==> config.mk <==
export PLATFORM = sky130hd
export DESIGN_NAME = wide_add_seq
export DESIGN_NICKNAME = d
export VERILOG_FILES = /design/src/rtl/wide_add_seq.sv
export SDC_FILE = /design/constraint.sdc
export NUM_CORES = 1
export LEC_CHECK = 0
export BUFFER_PORTS_ARGS = -buffer_cell sky130_fd_sc_hd__clkbuf_2
export CORE_AREA = 2 2 248 250
export CTS_BUF_LIST = sky130_fd_sc_hd__clkbuf_4 sky130_fd_sc_hd__clkbuf_8
export DETAILED_ROUTE_END_ITERATION = 10
export DIE_AREA = 0 0 250 252
export GPL_TIMING_DRIVEN = 0
export PLACE_DENSITY_LB_ADDON = 0.3
export SLEW_MARGIN = 20
export SYNTH_ARGS = -nofsm -noshare
export SYNTH_HDL_FRONTEND = slang
export SYNTH_SLANG_ARGS = --single-unit
export TNS_END_PERCENT = 1
==> constraint.sdc <==
create_clock -name clk -period 17.6 [get_ports clk]
set_input_delay 2.64 -clock clk [delete_from_list [all_inputs] [get_ports clk]]
set_output_delay 2.64 -clock clk [all_outputs]
set_load 0.02 [all_outputs]
==> src/rtl/wide_add_seq.sv <==
// -----------------------------------------------------------------------------
// wide_add_seq
//   Multi-cycle WORDS x 32-bit add/subtract. A single shared 32-bit ripple
//   carry adder (rca_32_bit) is stepped across the operands one limb per
//   clock, LSB limb first, with the inter-limb carry held in a register.
//
// Ports
//   clk     in   clock, rising edge
//   rst_n   in   asynchronous active-low reset
//   start   in   request, sampled only while idle
//   sub     in   0: A+B, 1: A-B (sampled with start)
//   op_a    in   W-bit operand A (sampled with start)
//   op_b    in   W-bit operand B (sampled with start)
//   busy    out  operation in progress
//   done    out  one-cycle pulse when result/cout/ovf update
//   result  out  W-bit result of the last completed operation
//   cout    out  carry out of the top limb (subtract: 1 = no borrow)
//   ovf     out  two's-complement signed overflow of the last result
// -----------------------------------------------------------------------------

// 32-bit ripple-carry adder; the only adder in the wide path.
module rca_32_bit (
  input  logic [31:0] a,
  input  logic [31:0] b,
  input  logic        cin,
  output logic        cout,
  output logic [31:0] sum
);

  logic [32:0] carry;

  assign carry[0] = cin;

  for (genvar i = 0; i < 32; i++) begin : g_fa
    assign sum[i]       = a[i] ^ b[i] ^ carry[i];
    assign carry[i + 1] = (a[i] & b[i]) | (carry[i] & (a[i] ^ b[i]));
  end

  assign cout = carry[32];

endmodule

module wide_add_seq #(
  parameter int unsigned WORDS = 4
) (
  input  logic                  clk,
  input  logic                  rst_n,
  input  logic                  start,
  input  logic                  sub,
  input  logic [32*WORDS-1:0]   op_a,
  input  logic [32*WORDS-1:0]   op_b,
  output logic                  busy,
  output logic                  done,
  output logic [32*WORDS-1:0]   result,
  output logic                  cout,
  output logic                  ovf
);

  localparam int unsigned LIMB_W = 32;
  localparam int unsigned W      = LIMB_W * WORDS;
  localparam int unsigned IDX_W  = $clog2(WORDS);
  localparam int unsigned LAST   = WORDS - 1;

  typedef enum logic {
    IDLE = 1'b0,
    RUN  = 1'b1
  } state_e;

  state_e state_q, state_d;

  // Operands and accumulator are kept limb-addressable.
  logic [WORDS-1:0][LIMB_W-1:0] a_q,   a_d;
  logic [WORDS-1:0][LIMB_W-1:0] b_q,   b_d;
  logic [WORDS-1:0][LIMB_W-1:0] acc_q, acc_d;

  logic [IDX_W-1:0] idx_q,    idx_d;
  logic             carry_q,  carry_d;
  logic [W-1:0]     result_q, result_d;
  logic             cout_q,   cout_d;
  logic             ovf_q,    ovf_d;
  logic             done_q,   done_d;
  logic             busy_q,   busy_d;

  logic [LIMB_W-1:0] add_a;
  logic [LIMB_W-1:0] add_b;
  logic [LIMB_W-1:0] add_sum;
  logic              add_cout;
  logic              last_limb;

  // Limb select feeding the shared adder.
  assign add_a     = a_q[idx_q];
  assign add_b     = b_q[idx_q];
  assign last_limb = (idx_q == IDX_W'(LAST));

  rca_32_bit u_rca (
    .a    (add_a),
    .b    (add_b),
    .cin  (carry_q),
    .cout (add_cout),
    .sum  (add_sum)
  );

  // State register.
  always_ff @(posedge clk or negedge rst_n) begin
    if (!rst_n) begin
      state_q <= IDLE;
    end else begin
      state_q <= state_d;
    end
  end

  // Next-state logic.
  always_comb begin
    state_d = state_q;
    case (state_q)
      IDLE:    if (start)     state_d = RUN;
      RUN:     if (last_limb) state_d = IDLE;
      default: state_d = IDLE;
    endcase
  end

  // Datapath and output next values.
  always_comb begin
    a_d      = a_q;
    b_d      = b_q;
    acc_d    = acc_q;
    idx_d    = idx_q;
    carry_d  = carry_q;
    result_d = result_q;
    cout_d   = cout_q;
    ovf_d    = ovf_q;
    done_d   = 1'b0;
    busy_d   = (state_d == RUN);

    case (state_q)
      IDLE: begin
        if (start) begin
          // Subtract as A + ~B + 1: the +1 enters through the initial carry.
          a_d     = op_a;
          b_d     = sub ? ~op_b : op_b;
          carry_d = sub;
          idx_d   = '0;
        end
      end
      RUN: begin
        acc_d[idx_q] = add_sum;
        carry_d      = add_cout;
        idx_d        = idx_q + IDX_W'(1);
        if (last_limb) begin
          // Publish the completed result including the limb just summed.
          result_d = acc_d;
          cout_d   = add_cout;
          ovf_d    = (a_q[LAST][LIMB_W-1] == b_q[LAST][LIMB_W-1]) &&
                     (add_sum[LIMB_W-1] != a_q[LAST][LIMB_W-1]);
          done_d   = 1'b1;
          idx_d    = '0;
        end
      end
      default: ;
    endcase
  end

  // Datapath and output registers.
  always_ff @(posedge clk or negedge rst_n) begin
    if (!rst_n) begin
      a_q      <= '0;
      b_q      <= '0;
      acc_q    <= '0;
      idx_q    <= '0;
      carry_q  <= 1'b0;
      result_q <= '0;
      cout_q   <= 1'b0;
      ovf_q    <= 1'b0;
      done_q   <= 1'b0;
      busy_q   <= 1'b0;
    end else begin
      a_q      <= a_d;
      b_q      <= b_d;
      acc_q    <= acc_d;
      idx_q    <= idx_d;
      carry_q  <= carry_d;
      result_q <= result_d;
      cout_q   <= cout_d;
      ovf_q    <= ovf_d;
      done_q   <= done_d;
      busy_q   <= busy_d;
    end
  end

  assign busy   = busy_q;
  assign done   = done_q;
  assign result = result_q;
  assign cout   = cout_q;
  assign ovf    = ovf_q;

endmodule

==> results.cfg <==
[detailed_routing]
first_pass_iters = 7
ant_nets = 0
vias_per_cell = 5.10
drc = 0
routedWlPerCell_um = 23.8
wl_mm = 69.8
drt_iter0_markers = 852
vias = 15000

[cts]
clock-sinks = 487
ctsHoldBuffers = 0
clk_path_buf_depth = 3
tritoncts = built
postCtsSetupBuffers = 0
ctsResizeCount = 0
htree_num_levels = 3
cts_made_buffers = 88
clkTransAtPathRegs_ns = 0.06
clock_latency_ns = 0.67
root_buffer = clkbuf_8

[worst_setup_path]
crit_path_end_kind = register
cpMostUsedCell = fa_1
path_max_fanout = 10
path_buf_inv = 7
cp_data_arrival_time_ns = 17.43
crit_family = adder cells
cp_data_required_time_ns = 18.16
slowest_stage = fa_2
crit_start = idx_q[1]
worstSetupStartpointType = register
worstSetupPathType = register to register
cpPeakStageDelay_ns = 0.53
worstReg2RegStart = idx_q[1]

[final_layout]
finalNonFillerCells = 2934
area_growth_pct = 20.5
layout-drive-gt1-share_pct = 48.9
nNetsFinal = 2383

[floorplanning]
io_pins = 392
core_region_area_um2 = 60100
rows = 90
die_width_um = 250
fp.dieArea_um2 = 63000
dieHeight_um = 252
start_util_pct = 39.8

[timing]
fmax_mhz = 59.3
setup_tns_ns = 0
setup_viol = 0
setup_slack_ns = 0.729
rsz0062_at_grt = no
period_needed_ns = 16.87
slew_headroom_pct = 28.5
worst_pin_slew_ns = 1.07
skew_ns = 0.0245
hold_ws_ns = 0.474
drv_slew = 0
timing.final.hold_violations = 0
period_share_pct = 95.9

[synth]
syn_inst = 1602
synth_cell_type_count = 32
ys_seq_area_share_pct = 50.9
syn_avg_cell_area_um2 = 15.0
ys_seq_elements = 487
synth_fp_nets = 1898
syn-cell-area_um2 = 24000
yosys_warnings = 0

[grt]
grt_remaining_overflow = 0
grt_pass1_wl_mm = 105
grt_max_degree = 92
grtUsageTotal_pct = 22.4
antenna_found_initial = 7
grt_pass1_vias = 16300

[min_path]
hold_class = register to register
hp-start = result[108]

[placement]
portBuffers = 390
dp_slack_ns = 0.326
hpwl_mm = 52.5
gp_congestion = 0.827
placed_cells = 2779

[run]
drv_cap = 0

[status]
status = complete, no violations
[state kept, by name (all words and copies together), names as in the netlist, 2 cells and up]
| name | flops |
|---|---|
| a_q | 128 |
| acc_q | 96 |
| b_q | 128 |
| idx_q | 2 |
| result | 128 |
[Yosys cell counts]
cell type  instances  area, µm²
mux4_2            64       1440
buf_12            26        521
dfrtp_1          487      12200
mux2_2            96       1080
buf_4              5       37.5
o22ai_1            1       6.26
buf_8              1       15.0
inv_2              1       3.75
a31oi_1           13       81.3
mux2_4           240       3600
a21o_1            30        225
nor2b_2            1       8.76
xor2_1           128       1120
and3_1            28        175
a21oi_1          181        906
and3b_1            2       17.5
fa_1              32        641
o31ai_1            1       7.51
clkbuf_2           1       5.00
mux2_1             4       45.0
mux2i_1          101       1010
nand3_1            1       5.00
ha_1               4       50.1
buf_6              5       56.3
nand2_2            2       12.5
buf_2             61        305
clkbuf_1          24       90.1
inv_1             31        116
or3_1              1       6.26
o21ai_0            1       5.00
nand2b_1          26        163
nand2_1            3       11.3
[path summary, 6_finish.rpt]
kind | to | slack [ns] | depth (start not counted)
worst max-delay path | ovf | 0.73 | 42
max in group asynchronous | b_q[56] | 14.21 | 3
worst min register to register | result[108] | 0.47 | 1
worst min-delay path | result[108] | 0.47 | 1
min in group asynchronous | acc_q[9] | 2.01 | 1
worst max register to register | ovf | 0.73 | 42
[cell type report]
| cell class | count | area [µm²] |
|---|---|---|
| fill | 5352 | 31300 |
| timing repair buffer | 395 | 2100 |
| sequential | 487 | 12200 |
| antenna | 3 | 7.51 |
| clock inverter | 15 | 126 |
| clock buffer | 137 | 1690 |
| tap | 782 | 978 |
| multi-input combinational | 960 | 10600 |
| inverter | 32 | 120 |
| buffer | 123 | 1040 |
[cells by family (layout without fill, tap and decap cells)]
| kind of cell | count (synthesis) | after routing | synth area share [%] |
|---|---|---|---|
| simple gates | 64 | 64 | 1.67 |
| compound gates | 227 | 227 | 5.14 |
| mux | 505 | 505 | 30.0 |
| other cells | 0 | 3 | 0 |
| xor+xnor | 128 | 128 | 4.68 |
| flops | 487 | 487 | 50.9 |
| fa+ha+maj | 36 | 36 | 2.88 |
| buf+inv | 155 | 702 | 4.80 |
[stage by stage]
stage,utilization (%),instance area [µm²]
floorplan,-,24000
global placement,44.7,26900
detailed placement,45.0,27000
CTS,48.0,28900
global route,48.0,28900
finish,48.0,28900
[layer usage]
layer / GRT usage (%) / wire length [µm] / up-vias
met2: 37.5 / 34100 / 406
met5: 0 / 49 / -
met4: 5.68 / 1220 / 8
li1: - / - / 6695
met1: 30.0 / 31100 / 7753
met3: 4.31 / 3270 / 91
[layout by cell type, fill, tap and decap left out, types with 3 or more instances in the layout]
master	instances
a31oi_1	13
clkbuf_2	390
mux2i_1	101
xor2_1	128
clkinv_2	9
a21oi_1	181
mux2_4	240
diode_2	3
mux2_1	4
a21o_1	30
inv_1	31
clkbuf_1	24
nand2_1	3
clkbuf_8	107
ha_1	4
and3_1	28
buf_2	59
buf_6	6
fa_1	31
dfrtp_1	487
clkbuf_4	33
mux2_2	96
nand2b_1	26
buf_4	4
buf_12	26
mux4_2	64
buf_16	5
Power is not shown: default switching activity piles up to over one toggle a cycle in this logic, so the estimate is an artifact.
